===== config.mk =====
export PLATFORM = sky130hd
export DESIGN_NAME = time_adjust
export DESIGN_NICKNAME = d
export VERILOG_FILES = /design/src/rtl/time_adjust.sv
export SDC_FILE = /design/constraint.sdc
export NUM_CORES = 1
export LEC_CHECK = 0
export BUFFER_PORTS_ARGS = -buffer_cell sky130_fd_sc_hd__buf_2
export CAP_MARGIN = 40
export CORE_ASPECT_RATIO = 1.4
export CORE_MARGIN = 5
export CORE_UTILIZATION = 35
export DETAILED_ROUTE_END_ITERATION = 8
export GPL_TIMING_DRIVEN = 0
export PLACE_DENSITY = 0.48
export SYNTH_ARGS = -nofsm -noshare
export SYNTH_HDL_FRONTEND = slang
export SYNTH_SLANG_ARGS = --single-unit

===== constraint.sdc =====
create_clock -name Clk -period 3.6 [get_ports Clk]
set_input_delay 0.72 -clock Clk [delete_from_list [all_inputs] [get_ports Clk]]
set_output_delay 0.72 -clock Clk [all_outputs]
set_load 0.05 [all_outputs]

===== src/rtl/time_adjust.sv =====
// time_adjust: debounces two raw adjust buttons into one-cycle Add/Subtract pulses for a mod-60 counter.
// Latency: first pulse is registered DEBOUNCE+3 edges after a clean press; repeats at +HOLD, then every REPEAT.
// Backpressure: none; pulses are one cycle wide, mutually exclusive, and never on consecutive cycles.
// Ports: Clk; Reset (synchronous, active-high); Key_Up/Key_Down (raw asynchronous buttons, active-high);
//        Add/Subtract (registered one-cycle pulses); Key_Held (high while auto-repeating).
// Build option: define TIME_ADJUST_REPEAT_EN to compile in the HOLD/REPEAT auto-repeat states.
module time_adjust #(
  parameter int unsigned DEBOUNCE = 4,
  parameter int unsigned HOLD     = 16,
  parameter int unsigned REPEAT   = 4
) (
  input  logic Clk,
  input  logic Reset,
  input  logic Key_Up,
  input  logic Key_Down,
  output logic Add,
  output logic Subtract,
  output logic Key_Held
);

  // Elaboration-time parameter range checks.
  if (DEBOUNCE < 2 || DEBOUNCE > 255) begin : g_bad_debounce
    $error("time_adjust: DEBOUNCE must be in 2..255");
  end
  if (HOLD < 2 || HOLD > 255) begin : g_bad_hold
    $error("time_adjust: HOLD must be in 2..255");
  end
  if (REPEAT < 2 || REPEAT > 255) begin : g_bad_repeat
    $error("time_adjust: REPEAT must be in 2..255");
  end

  typedef enum logic [2:0] {
    S_IDLE     = 3'd0,
    S_DEBOUNCE = 3'd1,
    S_HOLD     = 3'd2,
    S_REPEAT   = 3'd3,
    S_WAIT_REL = 3'd4
  } state_t;

  localparam logic [7:0] DEB_CNT = 8'(DEBOUNCE);
`ifdef TIME_ADJUST_REPEAT_EN
  localparam logic [7:0] HOLD_CNT = 8'(HOLD);
  localparam logic [7:0] REP_CNT  = 8'(REPEAT);
`endif

  state_t     state, state_n;
  logic [7:0] cnt, cnt_n, cnt_inc;
  logic       dir_up, dir_up_n;
  logic       pulse;
  logic [1:0] up_sync, down_sync;
  logic [1:0] keys, cmd;
  logic       key_match, key_valid, pipe_clear;
  logic       released_q;

  // keys = {up_s, down_s}, the second synchronizer stages.
  assign keys      = {up_sync[1], down_sync[1]};
  assign cmd       = dir_up ? 2'b10 : 2'b01;
  assign key_match = (keys == cmd);
  assign key_valid = ^keys;
  assign cnt_inc   = (cnt == 8'hFF) ? cnt : cnt + 8'd1;

  // Release is trusted only when both synchronizer stages are low and the
  // previous edge was also released. The synchronizers reset to zero, so
  // right after reset they hold no real sample yet; this keeps a key held
  // through reset from looking like a release followed by a fresh press.
  assign pipe_clear = (keys == 2'b00) && !up_sync[0] && !down_sync[0] && released_q;

  always_ff @(posedge Clk) begin
    if (Reset) begin
      up_sync    <= 2'b00;
      down_sync  <= 2'b00;
      state      <= S_WAIT_REL;
      cnt        <= 8'd0;
      dir_up     <= 1'b0;
      released_q <= 1'b0;
      Add        <= 1'b0;
      Subtract   <= 1'b0;
    end else begin
      up_sync    <= {up_sync[0], Key_Up};
      down_sync  <= {down_sync[0], Key_Down};
      state      <= state_n;
      cnt        <= cnt_n;
      dir_up     <= dir_up_n;
      released_q <= (keys == 2'b00);
      Add        <= pulse & dir_up;
      Subtract   <= pulse & ~dir_up;
    end
  end

  always_comb begin
    state_n  = state;
    cnt_n    = cnt;
    dir_up_n = dir_up;
    pulse    = 1'b0;
    case (state)
      S_IDLE: begin
        // Only a press rising out of an all-released pattern is fresh; a key
        // left over after a two-key chord is ignored until released.
        if (key_valid && released_q) begin
          dir_up_n = keys[1];
          cnt_n    = 8'd0;
          state_n  = S_DEBOUNCE;
        end
      end
      S_DEBOUNCE: begin
        if (!key_match) begin
          state_n = S_IDLE;
        end else if (cnt == DEB_CNT) begin
          pulse = 1'b1;
          cnt_n = 8'd1;
`ifdef TIME_ADJUST_REPEAT_EN
          state_n = S_HOLD;
`else
          state_n = S_WAIT_REL;
`endif
        end else begin
          cnt_n = cnt_inc;
        end
      end
`ifdef TIME_ADJUST_REPEAT_EN
      S_HOLD: begin
        // cnt counts cycles since the last pulse; release beats expiry.
        if (!key_match) begin
          state_n = S_WAIT_REL;
        end else if (cnt == HOLD_CNT) begin
          pulse   = 1'b1;
          cnt_n   = 8'd1;
          state_n = S_REPEAT;
        end else begin
          cnt_n = cnt_inc;
        end
      end
      S_REPEAT: begin
        if (!key_match) begin
          state_n = S_WAIT_REL;
        end else if (cnt == REP_CNT) begin
          pulse = 1'b1;
          cnt_n = 8'd1;
        end else begin
          cnt_n = cnt_inc;
        end
      end
`endif
      S_WAIT_REL: begin
        if (pipe_clear) begin
          state_n = S_IDLE;
        end
      end
      default: begin
        state_n = S_WAIT_REL;
      end
    endcase
  end

`ifdef TIME_ADJUST_REPEAT_EN
  assign Key_Held = (state == S_HOLD) || (state == S_REPEAT);
`else
  assign Key_Held = 1'b0;
`endif

endmodule


==> results.json, run 1 <==
{
  "worst_path_largest_cell_delay_ns": 0.43,
  "gr-usage-met3": 0.0176,
  "synth_top_area_frac": 0.358,
  "synth-seq-cells": 18,
  "async_reset_ff_frac": 0,
  "rows": 23,
  "h-tree-depth": 1,
  "rsz0062_at_grt": "false",
  "cp_top_family": "compound AO/OA/AOI/OAI gates",
  "track_usage": 0.124,
  "synthesis.nets": 115,
  "cts_resized": 0,
  "fp.dieArea_um2": 4070,
  "timing.hold.ws_ns": 0.480,
  "cts_tree": "built",
  "worst_setup_path_start_kind": "register",
  "synth_area_leader_cell": "dfxtp_1",
  "ctsRootBufferMaster": "clkbuf_8",
  "yosys.area_share.simple": 0.299,
  "synth_cell_types": 38,
  "synthXorXnorAreaFrac": 0,
  "first_iter_violations": 10,
  "crit_path_end_kind": "register",
  "slew_viol_final": 0,
  "synth_cells": 108,
  "synth_edf_count": 0,
  "setup_violations": 0,
  "syn_to_final_growth_pct": 12.5,
  "timing.final.crit_share": 0.479,
  "clk_pin_slew_ns": 0.07,
  "muxShareOfSynthArea": 0,
  "fmax_mhz": 580,
  "fin_crit_ns": 1.72,
  "synth_compound_area_frac": 0.250,
  "netlist_area_um2": 1010,
  "slew_headroom": 0.665,
  "fin_ws_ns": 1.88,
  "vdd_drop_max_mv": 0.244,
  "path_cells": "inv_1 > ha_1 > nor2b_1 > nand2_1 > a2111o_1 > a21oi_1",
  "numCtsBuffers": 3,
  "synth.top_cells.by_area": "dfxtp_1 (36%), o32ai_1 (5.2%), nor2b_1 (5.0%)",
  "use_met2": 0.233,
  "crit_buf_inv": 1,
  "yosys-top-cells-count": "dfxtp_1 (18), inv_1 (10), nor2b_1 (8)",
  "first_pass_iters": 4,
  "ant_nets": 0,
  "final.fill_count": 310,
  "gp_congestion": 0.811,
  "fin_nets": 125,
  "power_density_nw_per_um2": 352,
  "cts_hold_buf": 0,
  "die_h_um": 73.5,
  "synthAdderAreaFrac": 0.0373,
  "cts_sinks": 18,
  "design.core.area_um2": 2820,
  "critPathArrivalTime_ns": 1.91,
  "status": "finished clean",
  "synthFlopType": "dfxtp_1",
  "critical_path_required_ns": 3.79,
  "grt_overflow_total": 0,
  "grt_pass1_vias": 843,
  "clk_latency_ns": 0.26,
  "dp_hpwl_mm": 1.70,
  "vias": 848,
  "vias_per_cell": 5.51,
  "p_leak_nw": 0.382,
  "timing_worst_setup_path_type": "register to register",
  "tightest_slew_ns": 0.503,
  "slowest_stage": "a2111o_1",
  "grt_pass1_wl_mm": 3.90,
  "postSynthAreaPerCell_um2": 9.33,
  "grt_max_degree": 11,
  "antenna_found_initial": 0,
  "drc_errors": 0,
  "post_cts_buffers": 0,
  "yosysSeqAreaShare": 0.358,
  "grtUsageMet1": 0.135,
  "cts_max_path_buffers": 2,
  "ys_warn_count": 0,
  "drv_cap": 0,
  "hp-class": "register to register",
  "hold_viol": 0,
  "synth_top_family_by_area": "simple AND/OR/NAND/NOR gates",
  "path_max_fanout": 6,
  "drive_gt1_frac": 0.197,
  "place.port_buffers": 5,
  "io_pins": 7,
  "top_usage_layer": "met2",
  "wl_per_cell_um": 14.7,
  "wirelength_mm": 2.26,
  "start_util": 0.357,
  "synth_most_common_cell": "dfxtp_1",
  "finalSetupTns_ns": 0,
  "dp_slack_ns": 1.58,
  "die_w_um": 55.3,
  "diodes": 0,
  "finClkSkew_ns": 0.00548
}
[cell usage in the layout (no fill, tap or decap), types with 2 or more instances in the layout]
master / Yosys / routed
dfxtp_1: 18 / 18
inv_1: 10 / 10
nor2b_1: 8 / 8
nand2_1: 7 / 7
o32ai_1: 6 / 6
or3_1: 5 / 5
buf_2: 0 / 5
nand3_1: 4 / 4
a21oi_1: 4 / 4
clkbuf_8: 0 / 4
a211oi_1: 3 / 3
o21ai_0: 3 / 3
or2_2: 3 / 3
a221oi_1: 3 / 3
ha_1: 3 / 3
clkbuf_1: 2 / 2
and4bb_4: 2 / 2
nor3_2: 2 / 2
nand2b_1: 2 / 2
and4_1: 2 / 2
and3_1: 2 / 2
[layout make-up]
cell class                      instances  area, µm²  share of cell area
Clock buffer                            4       55.1              0.0486
Timing Repair Buffer                    5       25.0              0.0221
Multi-Input combinational cell         77        594               0.524
Inverter                               10       37.5              0.0331
Tap cell                               37       46.3              0.0408
Buffer                                  3       15.0              0.0132
Sequential cell                        18        360               0.318
[stage by stage]
step / instances / utilization / cell area (µm²) / total power (W)
2_1_floorplan: 108 / - / 1010 / 0.000228
3_3_place_gp: 150 / 0.382 / 1080 / 0.000236
3_5_place_dp: 150 / 0.382 / 1080 / 0.000236
4_1_cts: 154 / 0.402 / 1130 / 0.000407
5_1_grt: 154 / 0.402 / 1130 / 0.000419
6_report: 154 / 0.402 / 1130 / 0.000399
[metal layers]
layer  wire length [µm]  vias up
li1                   -      424
met1                936      410
met2               1220        9
met3                 58        5
met4                 48        0
met5                  0        -
[registers in the layout (all words and copies together), names as in the netlist]
register    flops
dir_up          1
Add             1
down_sync       2
state           2
Subtract        1
cnt             8
up_sync         2
released_q      1
[cell families (layout without fill, tap and decap cells)]
logic type	after synthesis	after routing
AO/OA/AOI/OAI	29	29
adder cells (fa/ha/maj)	3	3
buffers and inverters	13	22
flip-flops	18	18
other	1	1
AND/OR/NAND/NOR	44	44
[worst reg2reg max path, stage by stage, from the launching register on]
cell and delay (ns):
dfxtp_1 0.38, inv_1 0.06, ha_1 0.29, nor2b_1 0.17, nand2_1 0.20, a2111o_1 0.43, a21oi_1 0.12
[worst paths after layout]
kind                         start                     to  slack [ns]  depth (start not counted)
max reg2reg  up_sync[1]$_SDFF_PP0_    cnt[0]$_SDFFE_PP0P_        1.88                          6
max          up_sync[1]$_SDFF_PP0_    cnt[0]$_SDFFE_PP0P_        1.88                          6
min          up_sync[0]$_SDFF_PP0_  up_sync[1]$_SDFF_PP0_        0.48                          1
min reg2reg  up_sync[0]$_SDFF_PP0_  up_sync[1]$_SDFF_PP0_        0.48                          1
[power by group]
group          switching [W]  internal, W   total, W
logic              0.0000136    0.0000106  0.0000242
registers         0.00000355     0.000203   0.000207
clock network      0.0000707    0.0000973   0.000168
total              0.0000878     0.000311   0.000399
(Power assumes the default switching activity.)
==> run 2, diff against run 1 <==
Settings changed: ABC_AREA set to 1.
Clock period 3.6 ns to 1.6 ns, I/O delays scaled along.
==> run 2 against run 1 <==
Synthesized cell count increased by 32%. Routed wire length decreased by 13%. Sequential cell count unchanged. Combinational power increased by 140%. Sequential share of layout area increased by 1.0 points. Critical path type unchanged. First-iteration DRC count decreased by 60%. Count of clock-buffer cells in the layout unchanged. Critical endpoint is now cnt[6]$_SDFFE_PP0P_. Cell count increased by 21%. Area after synthesis decreased by 1.7%. Global-route usage about the same. Critical path depth increased by 2. Clock skew decreased by 0.0034 ns.
==> results.json, run 2 <==
{
  "status": "finished clean",
  "top_register": "cnt",
  "first_iter_violations": 4,
  "critPathLaunch": "cnt[0]$_SDFFE_PP0P_",
  "critPathArrivalTime_ns": 1.63,
  "grtUsageMet1": 0.144,
  "path_max_fanout": 8,
  "die_h_um": 72.9,
  "finalSetupTns_ns": 0,
  "h-tree-depth": 1,
  "ff2ff_path_depth": 8,
  "die_w_um": 54.9,
  "synth_most_common_cell": "nand2_1",
  "antenna_found_initial": 0,
  "synthFlopType": "dfxtp_1",
  "use_met2": 0.217,
  "diodes": 0,
  "dp_hpwl_mm": 1.55,
  "power_density_nw_per_um2": 734,
  "fin_nets": 159,
  "setup_violations": 0,
  "synth_cells": 143,
  "drive_gt1_frac": 0.152,
  "hp-class": "input port to register",
  "drc_errors": 0,
  "final_cell_mix": "nand2_1 (32), nor2_1 (24), inv_1 (21), dfxtp_1 (17), nand3_1 (17)",
  "ctsRootBufferMaster": "clkbuf_4",
  "dp_slack_ns": 0.0695,
  "gp_congestion": 0.839,
  "fin_ws_ns": 0.166,
  "vias": 851,
  "timing.final.crit_share": 0.896,
  "gr-usage-met3": 0.0184,
  "fin_crit_ns": 1.43,
  "cts_max_path_buffers": 2,
  "fin_cells": 187,
  "numCtsBuffers": 3,
  "setup.worst_path.end": "cnt[6]$_SDFFE_PP0P_",
  "timing_worst_setup_path_type": "register to register",
  "synth_edf_count": 0,
  "p_leak_nw": 0.496,
  "ys_warn_count": 0,
  "synth.top_cells.by_area": "dfxtp_1 (36%), nand2_1 (12%), nor2_1 (9.1%)",
  "drv_cap": 0,
  "clk_latency_ns": 0.29,
  "async_reset_ff_frac": 0,
  "yosys-top-cells-count": "nand2_1 (32), nor2_1 (24), inv_1 (21)",
  "critical_path_required_ns": 1.80,
  "wirelength_mm": 1.97,
  "top_usage_layer": "met2",
  "grt_max_degree": 11,
  "yosysSeqAreaShare": 0.364,
  "largest_register_ffs": 8,
  "cts_tree": "built",
  "cts_hold_buf": 0,
  "design.core.area_um2": 2670,
  "rows": 22,
  "rsz0062_at_grt": "false",
  "fp.dieArea_um2": 4010,
  "hold_viol": 0,
  "start_util": 0.371,
  "crit_path_end_kind": "register",
  "r2r_slack_ns": 0.17,
  "placed_cells": 183,
  "fmax_mhz": 697,
  "clk_pin_slew_ns": 0.11,
  "synth_cell_types": 24,
  "cts_sinks": 18,
  "timing.rr.end": "cnt[6]$_SDFFE_PP0P_",
  "vdd_drop_max_mv": 0.485,
  "utilization": 0.413,
  "place.port_buffers": 4,
  "reg2reg_from": "cnt[0]$_SDFFE_PP0P_",
  "synth_area_leader_cell": "dfxtp_1",
  "first_pass_iters": 4,
  "postSynthAreaPerCell_um2": 6.92,
  "synth-seq-cells": 18,
  "netlist_area_um2": 990,
  "io_pins": 7,
  "grt_overflow_total": 0,
  "grt_pass1_wl_mm": 3.69,
  "vias_per_cell": 4.55,
  "grt_pass1_vias": 831,
  "track_usage": 0.125,
  "wl_per_cell_um": 10.5,
  "final_common_cell": "nand2_1",
  "synthesis.nets": 150,
  "slew_viol_final": 0,
  "finClkSkew_ns": 0.00207,
  "worst_setup_path_start_kind": "register",
  "post_cts_buffers": 0,
  "syn_to_final_growth_pct": 11.4,
  "ant_nets": 0,
  "cts_resized": 0,
  "synth_top_area_frac": 0.364
}
## run 2: layer usage
layer,part of all wire,up-vias
li1,-,460
met1,0.40,380
met2,0.56,9
met3,0.026,2
met4,0.0097,0
met5,0,-
## run 2: cell families after synthesis
group           synth area share
compound gates            0.0670
simple gates               0.417
fa+ha+maj                 0.0379
buf+inv                    0.110
other cells              0.00379
flops                      0.364
## run 2: final cells by class
cell class                 count  area [µm²]
multi-input combinational     99         531
sequential                    18         362
tap                           36        45.0
fill                         312        1570
clock buffer                   4        36.3
timing repair buffer           4        20.0
inverter                      24        90.1
buffer                         2        18.8
## run 2: report_power, final
| group | internal (W) | total (W) | switching, W |
|---|---|---|---|
| logic | 0.0000216 | 0.0000573 | 0.0000356 |
| clock network | 0.000139 | 0.000281 | 0.000143 |
| registers | 0.000459 | 0.000470 | 0.0000109 |
## run 2: how the worst min path moves through the flow
stage               depth (start not counted)                    end             startpoint  slack [ns]
floorplan                                   2  up_sync[1]$_SDFF_PP0_  up_sync[0]$_SDFF_PP0_        0.41
global placement                            1    Subtract$_SDFF_PP0_    dir_up$_SDFFE_PP0P_        0.44
detailed placement                          1    Subtract$_SDFF_PP0_    dir_up$_SDFFE_PP0P_        0.43
CTS                                         2    cnt[4]$_SDFFE_PP0P_                  Reset        0.20
global route                                2    cnt[4]$_SDFFE_PP0P_                  Reset        0.19
finish                                      2    cnt[4]$_SDFFE_PP0P_                  Reset        0.21
## run 2: per-stage QoR
step                      power [W]  cell area, µm²  hold slack, ns
after CTS                  0.000833            1090           0.200
after detailed placement   0.000539            1050           0.435
after global routing       0.000853            1100           0.193
final                      0.000809            1100           0.208
after floorplan            0.000526             990           0.409
after global placement     0.000538            1050           0.437
## run 2: worst max-delay path, cell delays in order, from the launching register on
cell     delay (ns)
dfxtp_1        0.37
ha_2           0.22
nand3_1        0.13
nor2_2         0.15
nand3_4        0.14
nand2_4        0.14
inv_2          0.06
nor2_1         0.08
nor2_1         0.05
==> run 3, diff against run 2 <==
Settings changed: ABC_AREA 1 to unset.
==> run 3 against run 2 <==
Design area increased by 23%. Count of clock-buffer cells in the layout unchanged. Register-to-register slack got worse by 0.16 ns. First-iteration DRC count increased to 2.8 times the previous value. Largest cell class unchanged.
==> results.json, run 3 (same netlist as run 1, synthesis figures left out) <==
{
  "status": "finished clean",
  "fin_nets": 134,
  "finalSetupTns_ns": 0,
  "drc_errors": 0,
  "worst_path_largest_cell_delay_ns": 0.45,
  "final.fill_count": 283,
  "first_iter_violations": 11,
  "rows": 23,
  "wirelength_mm": 2.47,
  "p_leak_nw": 0.455,
  "fmax_mhz": 628,
  "wl_per_cell_um": 15.2,
  "cts_tree": "built",
  "top_register": "cnt",
  "clk_pin_slew_ns": 0.07,
  "h-tree-depth": 1,
  "drive_gt1_frac": 0.429,
  "grt_pass1_wl_mm": 3.93,
  "cp_top_family": "compound AO/OA/AOI/OAI gates",
  "power_w": 0.000918,
  "track_usage": 0.125,
  "antenna_found_initial": 0,
  "first_pass_iters": 4,
  "grt_overflow_total": 0,
  "start_util": 0.357,
  "hold_viol": 0,
  "rsz0062_at_grt": "true",
  "die_h_um": 73.5,
  "crit_path_end_kind": "register",
  "fin_crit_ns": 1.59,
  "ctsRootBufferMaster": "clkbuf_8",
  "path_cells": "buf_4 > nor3b_4 > o21ai_2 > a2111o_1 > a21oi_1",
  "timing_worst_setup_path_type": "register to register",
  "finClkSkew_ns": 0.00493,
  "vias_per_cell": 5.57,
  "slowest_stage": "a2111o_1",
  "ant_nets": 0,
  "slew_headroom": 0.636,
  "regArea_um2": 368,
  "tightest_slew_ns": 0.546,
  "multi_input_area_um2": 723,
  "ff2ff_path_depth": 5,
  "dp_slack_ns": -0.134,
  "fin_ws_ns": 0.00856,
  "final_common_cell": "dfxtp_1",
  "timing.hold.ws_ns": 0.265,
  "diodes": 0,
  "final_cell_mix": "dfxtp_1 (12), inv_1 (7), nor2b_1 (7), buf_4 (7)",
  "path_max_fanout": 5,
  "setup_violations": 0,
  "vdd_drop_max_mv": 0.556,
  "critPathArrivalTime_ns": 1.77,
  "cts_hold_buf": 0,
  "design.core.area_um2": 2820,
  "power_density_nw_per_um2": 676,
  "critical_path_required_ns": 1.78,
  "utilization": 0.481,
  "grt_pass1_vias": 866,
  "place.port_buffers": 5,
  "numCtsBuffers": 3,
  "syn_to_final_growth_pct": 34.8,
  "drv_cap": 0,
  "fp.dieArea_um2": 4070,
  "grt_max_degree": 11,
  "die_w_um": 55.3,
  "slew_viol_final": 0,
  "clk_latency_ns": 0.26,
  "dp_hpwl_mm": 1.70,
  "cts_sinks": 18,
  "crit_cells": 5,
  "timing.final.crit_share": 0.995,
  "holdPathStages": 2,
  "cts_max_path_buffers": 2,
  "io_pins": 7,
  "largest_register_ffs": 8,
  "hp-class": "input port to register",
  "crit_buf_inv": 1,
  "worst_setup_path_start_kind": "register",
  "vias": 908,
  "gp_congestion": 0.811
}
-- run 3: changes by cell type in the layout (fill, tap and decap cells not counted), moves of 6 or more --
cell / delta
buf_4: +6
nand2_1: -26
nand3_1: -13
nor2b_1: +7
nor2_1: -24
inv_1: -14
-- run 3: what timing repair did --
item	in CTS	in global routing
pin swaps	4	9
setup endpoints to repair	8	10
gates resized for setup	7	26
buffers inserted	4	5
-- run 3: area by class of cell --
| class | count | area share |
|---|---|---|
| Multi-Input combinational cell | 77 | 0.533 |
| Sequential cell | 18 | 0.271 |
| Timing Repair Buffer | 14 | 0.0829 |
| Clock buffer | 4 | 0.0406 |
| Tap cell | 37 | 0.0341 |
| Inverter | 10 | 0.0276 |
| Buffer | 3 | 0.0111 |
-- run 3: stage by stage --
stage               std cells  cell area [µm²]
finish                    163             1360
global route              163             1360
CTS                       158             1200
detailed placement        150             1080
global placement          150             1080
floorplan                 108             1010
-- run 3: worst paths after layout --
| check | start | to | slack, ns |
|---|---|---|---|
| setup reg to reg | up_sync[1]$_SDFF_PP0_ | cnt[0]$_SDFFE_PP0P_ | 0.009 |
| hold / removal | Key_Up | up_sync[0]$_SDFF_PP0_ | 0.27 |
| setup / recovery | up_sync[1]$_SDFF_PP0_ | cnt[0]$_SDFFE_PP0P_ | 0.009 |
| hold reg to reg | up_sync[0]$_SDFF_PP0_ | up_sync[1]$_SDFF_PP0_ | 0.47 |
-- run 3: routing by layer --
layer / up-vias / track usage / routed length [µm]
met1: 450 / 0.133 / 1040
met5: - / 0 / 0
met2: 13 / 0.238 / 1330
li1: 440 / - / -
met4: 0 / 0.0649 / 53
met3: 5 / 0.0176 / 59
-- run 3: where the power goes --
part           switching, W  leakage (nW)  internal, W  total (W)
Sequential       0.00000822         0.149     0.000457   0.000466
Combinational     0.0000378         0.277    0.0000333  0.0000712
Clock              0.000162        0.0288     0.000219   0.000381
Total              0.000208         0.455     0.000710   0.000918
